## config.mk

```make
export PLATFORM = sky130hd
export DESIGN_NAME = push_button_gen
export DESIGN_NICKNAME = d
export VERILOG_FILES = /design/src/rtl/push_button_gen_pkg.sv /design/src/rtl/push_button_gen_phase_timer.sv /design/src/rtl/push_button_gen.sv
export SDC_FILE = /design/constraint.sdc
export NUM_CORES = 1
export LEC_CHECK = 0
export ABC_AREA = 1
export BUFFER_PORTS_ARGS = -buffer_cell sky130_fd_sc_hd__buf_2
export CAP_MARGIN = 15
export CORE_ASPECT_RATIO = 0.5
export CORE_MARGIN = 2
export CORE_UTILIZATION = 61
export CTS_CLUSTER_SIZE = 12
export DETAILED_ROUTE_END_ITERATION = 8
export HOLD_SLACK_MARGIN = 0.1
export PLACE_DENSITY = 0.84
export SYNTH_ARGS = -nofsm -noshare
export SYNTH_HDL_FRONTEND = slang
export SYNTH_HIERARCHICAL = 1
export SYNTH_SLANG_ARGS = --single-unit
```

## constraint.sdc

```tcl
create_clock -name clk -period 2.1 [get_ports clk]
set_input_delay 0.42 -clock clk [delete_from_list [all_inputs] [get_ports clk]]
set_output_delay 0.42 -clock clk [all_outputs]
set_load 0.02 [all_outputs]
```

## src/rtl/push_button_gen_pkg.sv

```systemverilog
// push_button_gen_pkg: command kinds, FSM states and default phase lengths.
package push_button_gen_pkg;
  typedef enum logic [1:0] {K_SHORT, K_LONG, K_DOUBLE, K_IR} kind_t;
  typedef enum logic [2:0] {S_IDLE, S_PRESS, S_GAP, S_PRESS2, S_IR, S_REL} state_t;
  localparam int DEF_CNT_W = 13;
  localparam int DEF_SHORT_CYC = 100;
  localparam int DEF_LONG_CYC = 5400;
  localparam int DEF_GAP_CYC = 500;
  localparam int DEF_REL_CYC = 500;
  localparam int DEF_IR_CYC = 200;
endpackage

```

## src/rtl/push_button_gen_phase_timer.sv

```systemverilog
// phase_timer: loadable down counter; o_expired is high once the count reaches 0.
module phase_timer #(
  parameter int CNT_W = 13
) (
  input  logic             clk,
  input  logic             rst,
  input  logic             i_load,
  input  logic [CNT_W-1:0] i_val,
  output logic             o_expired
);
  logic [CNT_W-1:0] r_cnt;
  logic r_exp;
  always_ff @(posedge clk) begin
    if (rst) begin
      r_cnt <= '0;
      r_exp <= 1'b1;
    end else if (i_load) begin
      r_cnt <= i_val;
      r_exp <= i_val == '0;
    end else if (!r_exp) begin
      r_cnt <= r_cnt - CNT_W'(1);
      r_exp <= r_cnt == CNT_W'(1);
    end
  end
  assign o_expired = r_exp;
endmodule

```

## src/rtl/push_button_gen.sv

```systemverilog
// push_button_gen: drives cycle-exact button / IR waveforms from handshaked commands.
// Define PUSH_BUTTON_GEN_BOUNCE_EN to add LFSR contact bounce at the start of button phases.
import push_button_gen_pkg::*;
module push_button_gen #(
  parameter int CNT_W = DEF_CNT_W,
  parameter int SHORT_CYC = DEF_SHORT_CYC,
  parameter int LONG_CYC = DEF_LONG_CYC,
  parameter int GAP_CYC = DEF_GAP_CYC,
  parameter int REL_CYC = DEF_REL_CYC,
  parameter int IR_CYC = DEF_IR_CYC
) (
  input  logic       clk,
  input  logic       rst,
  input  logic       cmd_valid,
  input  logic [1:0] cmd_kind,
  output logic       cmd_ready,
  output logic       push_button,
  output logic       infravermelho,
  output logic       busy,
  output logic       done
);
  localparam int MAX_CYC = (1 << CNT_W) - 1;
  localparam logic [CNT_W-1:0] SHORT_M1 = CNT_W'(SHORT_CYC - 1);
  localparam logic [CNT_W-1:0] LONG_M1 = CNT_W'(LONG_CYC - 1);
  localparam logic [CNT_W-1:0] GAP_M1 = CNT_W'(GAP_CYC - 1);
  localparam logic [CNT_W-1:0] REL_M1 = CNT_W'(REL_CYC - 1);
  localparam logic [CNT_W-1:0] IR_M1 = CNT_W'(IR_CYC - 1);
  if (SHORT_CYC < 1 || SHORT_CYC > MAX_CYC || LONG_CYC < 1 || LONG_CYC > MAX_CYC ||
      GAP_CYC < 1 || GAP_CYC > MAX_CYC || REL_CYC < 1 || REL_CYC > MAX_CYC ||
      IR_CYC < 1 || IR_CYC > MAX_CYC) begin : g_bad_range
    $error("push_button_gen: cycle parameter outside 1..2**CNT_W-1");
  end
  state_t r_state, w_next;
  kind_t r_kind, w_kind;
  logic r_pb, r_ir, r_busy, r_done, r_ready;
  logic w_accept, w_load, w_exp, w_nom, w_pb;
  logic [CNT_W-1:0] w_val;
  phase_timer #(.CNT_W(CNT_W)) u_timer (
    .clk(clk), .rst(rst), .i_load(w_load), .i_val(w_val), .o_expired(w_exp)
  );
  always_comb begin
    w_accept = cmd_valid && r_ready;
    w_kind = (r_state == S_IDLE) ? kind_t'(cmd_kind) : r_kind;
    w_next = r_state;
    case (r_state)
      S_IDLE: w_next = !w_accept ? S_IDLE : (w_kind == K_IR) ? S_IR : S_PRESS;
      S_PRESS: if (w_exp) w_next = (r_kind == K_DOUBLE) ? S_GAP : S_REL;
      S_GAP: if (w_exp) w_next = S_PRESS2;
      S_PRESS2, S_IR: if (w_exp) w_next = S_REL;
      S_REL: if (w_exp) w_next = S_IDLE;
      default: w_next = S_IDLE;
    endcase
    // every phase entry is a state change, so that is when the timer reloads
    w_load = w_next != r_state;
    w_val = (w_next == S_PRESS) ? ((w_kind == K_LONG) ? LONG_M1 : SHORT_M1) :
            (w_next == S_GAP) ? GAP_M1 :
            (w_next == S_PRESS2) ? SHORT_M1 :
            (w_next == S_IR) ? IR_M1 :
            (w_next == S_REL) ? REL_M1 : '0;
    w_nom = w_next inside {S_PRESS, S_PRESS2};
  end
`ifdef PUSH_BUTTON_GEN_BOUNCE_EN
  if (SHORT_CYC < 9 || GAP_CYC < 9) begin : g_bad_bounce
    $error("push_button_gen: bounce needs SHORT_CYC and GAP_CYC >= 9");
  end
  logic [7:0] r_lfsr, w_lfsr;
  logic [2:0] r_bnc;
  always_comb begin
    w_lfsr = {r_lfsr[6:0], r_lfsr[7] ^ r_lfsr[5] ^ r_lfsr[4] ^ r_lfsr[3]};
    w_pb = ((w_next inside {S_PRESS, S_PRESS2, S_GAP, S_REL}) && (w_load || r_bnc != 3'd0)) ?
           w_lfsr[0] : w_nom;
  end
  // r_bnc counts the bounce cycles still owed after the current one
  always_ff @(posedge clk) begin
    if (rst) begin
      r_lfsr <= 8'hA5;
      r_bnc <= 3'd0;
    end else begin
      r_lfsr <= w_lfsr;
      r_bnc <= w_load ? 3'd7 : (r_bnc != 3'd0) ? r_bnc - 3'd1 : 3'd0;
    end
  end
`else
  assign w_pb = w_nom;
`endif
  always_ff @(posedge clk) begin
    if (rst) begin
      r_state <= S_IDLE;
      r_kind <= K_SHORT;
      r_pb <= 1'b0;
      r_ir <= 1'b0;
      r_busy <= 1'b0;
      r_done <= 1'b0;
      r_ready <= 1'b1;
    end else begin
      r_state <= w_next;
      if (w_accept) r_kind <= w_kind;
      r_pb <= w_pb;
      r_ir <= w_next == S_IR;
      r_busy <= w_next != S_IDLE;
      r_ready <= w_next == S_IDLE;
      r_done <= (r_state == S_REL) && (w_next == S_IDLE);
    end
  end
  assign cmd_ready = r_ready;
  assign push_button = r_pb;
  assign infravermelho = r_ir;
  assign busy = r_busy;
  assign done = r_done;
endmodule

```

==> impl_metrics.csv <==
group,metric,value,unit
yosys,synth.area.top_cells,"dfxtp_1, nand2_1, inv_1",
yosys,synth_fa_ha_area_share,1.39,%
grt,grt_pass1_wl,7.14,mm
floorplanning,core,2700,µm²
yosys,synth_most_common_cell,"nand2_1",
final_layout,multi_input_area,1200,µm²
yosys,synth-seq-cells,24,
setup_path,cp-end-kind,"flip-flop",
grt,grt_max_degree,20,
min_path,hold_path_class,"in2reg",
yosys,netlist_area,1790,µm²
timing,hold_viol,0,
setup_path,crit_family,"simple AND/OR/NAND/NOR gates",
final_layout,fin_nets,298,
grt,antenna_found_initial,0,
drt,vias,1868,
floorplanning,initial_core_util,66.5,%
cts,holdBufCountCts,0,
floorplanning,pin_count,10,
drt,drcViolationCount,0,
placement,gp_congestion,0.885,
setup_path,crit_arrival,2.36,ns
grt,grt_use_total,26.8,%
yosys,synth_mux_area_share,0,%
yosys,synth_edf_count,0,
drt,wl_per_cell,15.2,µm
final_layout,nFillCells,191,
timing,drv_slew,0,
timing,min_period_over_period,103,%
timing,whs,0.442,ns
timing,fin_skew,0.00635,ns
yosys,synth_top_area_share,26.8,%
final_layout,layout-drive-gt1-share,35.5,%
setup_path,cp_slowest_stage_delay,0.38,ns
setup_path,critPathKind,"reg2reg",
yosys,synth_compound_area_share,12.8,%
timing,fin_crit,2.16,ns
grt,overflow,0,
cts,clkSlewWorstSetupHoldPaths,0.10,ns
drt,drt_iter0_drc,251,
cts,htree_levels,1,
final_layout,register_area,490,µm²
timing,setup_slack,-0.0639,ns
yosys,synth_top_family_by_area,"simple AND/OR/NAND/NOR gates",
yosys,syn_area_per_cell,6.77,µm²
setup_path,rrSetupSlack,-0.06,ns
yosys,synthCells,265,
setup_path,critPathBufInv,5,
setup_path,critPathSlowestCell,"dfxtp_4",
yosys,synth_cell_type_count,33,
floorplanning,dieArea,3420,µm²
cts,worstSkewPairLatency,0.28,ns
yosys,synth_top_area_cell,"dfxtp_1",
cts,cts.sinks,24,
drt,drt-pass1-iter-count,6,
floorplanning,fp.dieW,80.7,µm
min_path,hp-start,"cmd_kind[1]",
placement,io_buffers,9,
setup_path,crit_chain,"nor2_4, buf_4, nand2_2, a21oi_2, nor2_4, nand2_4, nand2_1, nand2_1, inv_1, nand2_4, inv_4, buf_4, o21bai_1, a21oi_1, nand2_1, inv_1",
yosys,ys.flop_type,"dfxtp_1",
cts,clockRootBuffer,"clkbuf_8",
drt,routed_wl,4.96,mm
cts,cts_tree,"built",
placement,hpwl,3.19,mm
setup_path,rr_startpoint,"r_state[1]",
setup_path,crit_end,"u_timer/r_cnt[12]",
cts,clk_path_buf_depth,2,
yosys,async_flop_share,0,%
final_layout,final_util,79.1,%
final_layout,syn2layout_area_growth,19.1,%
setup_path,cp.depth,16,
setup_path,cp_max_fo,5,
status,status,"complete, but fails checks",
setup_path,rr_endpoint,"u_timer/r_cnt[12]",
cts,cts_made_buffers,3,
yosys,synthSimpleGateAreaFrac,45.6,%
timing,setup_viol_count_final,3,
yosys,yosys_warnings,6,
setup_path,start_kind,"flip-flop",
setup_path,cp.required,2.29,ns
setup_path,rr_worst_depth,16,
drt,vias_per_cell,5.71,
flow_run,maxCapViolCount,0,
yosys,seq_area_frac_synth,26.8,%
setup_path,cp_common_cell,"nand2_1",
grt,grt_pass1_vias,1610,
yosys,synthXorXnorAreaFrac,0.976,%
status,violations,"negative setup slack",
final_layout,antenna_cells,0,
drt,detail-route-antenna-nets,0,
yosys,synth_common_cells,"nand2_1, inv_1, nor2_1, dfxtp_1, nand3_1",
setup_path,startpoint,"r_state[1]",
floorplanning,core.rowCount,13,
timing,max_freq,462,MHz
floorplanning,die_h,42.4,µm
==> layout make-up <==
class | instances | share of cell area (%)
multi-input cells | 190 | 56.4
flip-flops and latches | 24 | 23.0
inverters | 51 | 9.43
repair buffers | 21 | 6.50
clock buffers | 4 | 2.58
well taps | 37 | 2.17
==> cells in the final DEF (no fill, tap or decap), types with 2 or more instances in the layout <==
cell and instances:
nor2_2 6, nand3_1 20, nand3b_1 2, xor2_1 2, nand2_4 13, inv_1 37, conb_1 4, nand4_1 2
nand2_2 10, nand3_4 4, nand2_1 42, o21bai_1 2, dfxtp_1 20, buf_4 11, nor2_1 24, nor2_4 10
o21ai_1 6, o21ai_0 12, o22ai_2 4, clkbuf_8 4, ha_1 2, buf_2 9, inv_4 2, inv_2 11
dfxtp_2 2, nand3_2 3, a21oi_1 10, o21ai_2 2, dfxtp_4 2, nor4_2 2, a31oi_1 2, a21oi_2 3
==> worst min-delay path: stages <==
cell,delay [ns]
buf_2,0.09
o21ai_0,0.08
a21oi_1,0.10
==> worst min path at each step <==
stage                 to  slack [ns]  depth (start not counted)
2_1_floorplan  r_kind[1]        0.46                          2
3_3_place_gp   r_kind[0]        0.50                          2
3_5_place_dp   r_kind[1]        0.50                          2
4_1_cts        r_kind[1]        0.46                          3
5_1_grt        r_kind[1]        0.48                          3
6_report       r_kind[1]        0.44                          3
==> per-stage QoR <==
step	setup TNS, ns	instances	cell area (µm²)	worst slack [ns]
after global routing	-1.19	327	2140	-0.137
final	-0.0949	327	2140	-0.0639
after CTS	0	319	1970	0.0554
after detailed placement	-0.0332	314	1900	-0.0149
after floorplan	0	268	1810	0.266
after global placement	0	314	1900	0.0995
==> logic make-up after synthesis <==
family / Yosys count
buffers and inverters: 54
and+or+nand+nor: 141
DFF: 24
xor gates and xnor gates: 2
adders and majority gates: 2
other: 1
AOI/OAI and AO/OA: 41
==> layer usage <==
layer / vias to the layer above / share of wire, % / GRT usage, %
met5: - / 0 / 0
met4: 0 / 2.1 / 5.76
li1: 882 / - / -
met2: 99 / 48 / 45.2
met1: 866 / 43 / 35.6
met3: 21 / 7.2 / 5.60
==> what timing repair did <==
action                     CTS  global route
setup buffers                1             8
resized for setup            4            30
setup endpoints to repair    5            14
pin swaps                    1            17
==> sequential cells by signal, indices dropped and copies added, names as in the netlist <==
| register | count |
|---|---|
| push_button | 1 |
| u_timer/r_cnt | 13 |
| infravermelho | 1 |
| busy | 1 |
| done | 1 |
| r_state | 3 |
| cmd_ready | 1 |
| u_timer/o_expired | 1 |
| r_kind | 2 |
Power is not shown: default switching activity piles up to over one toggle a cycle in this logic, so the estimate is an artifact.
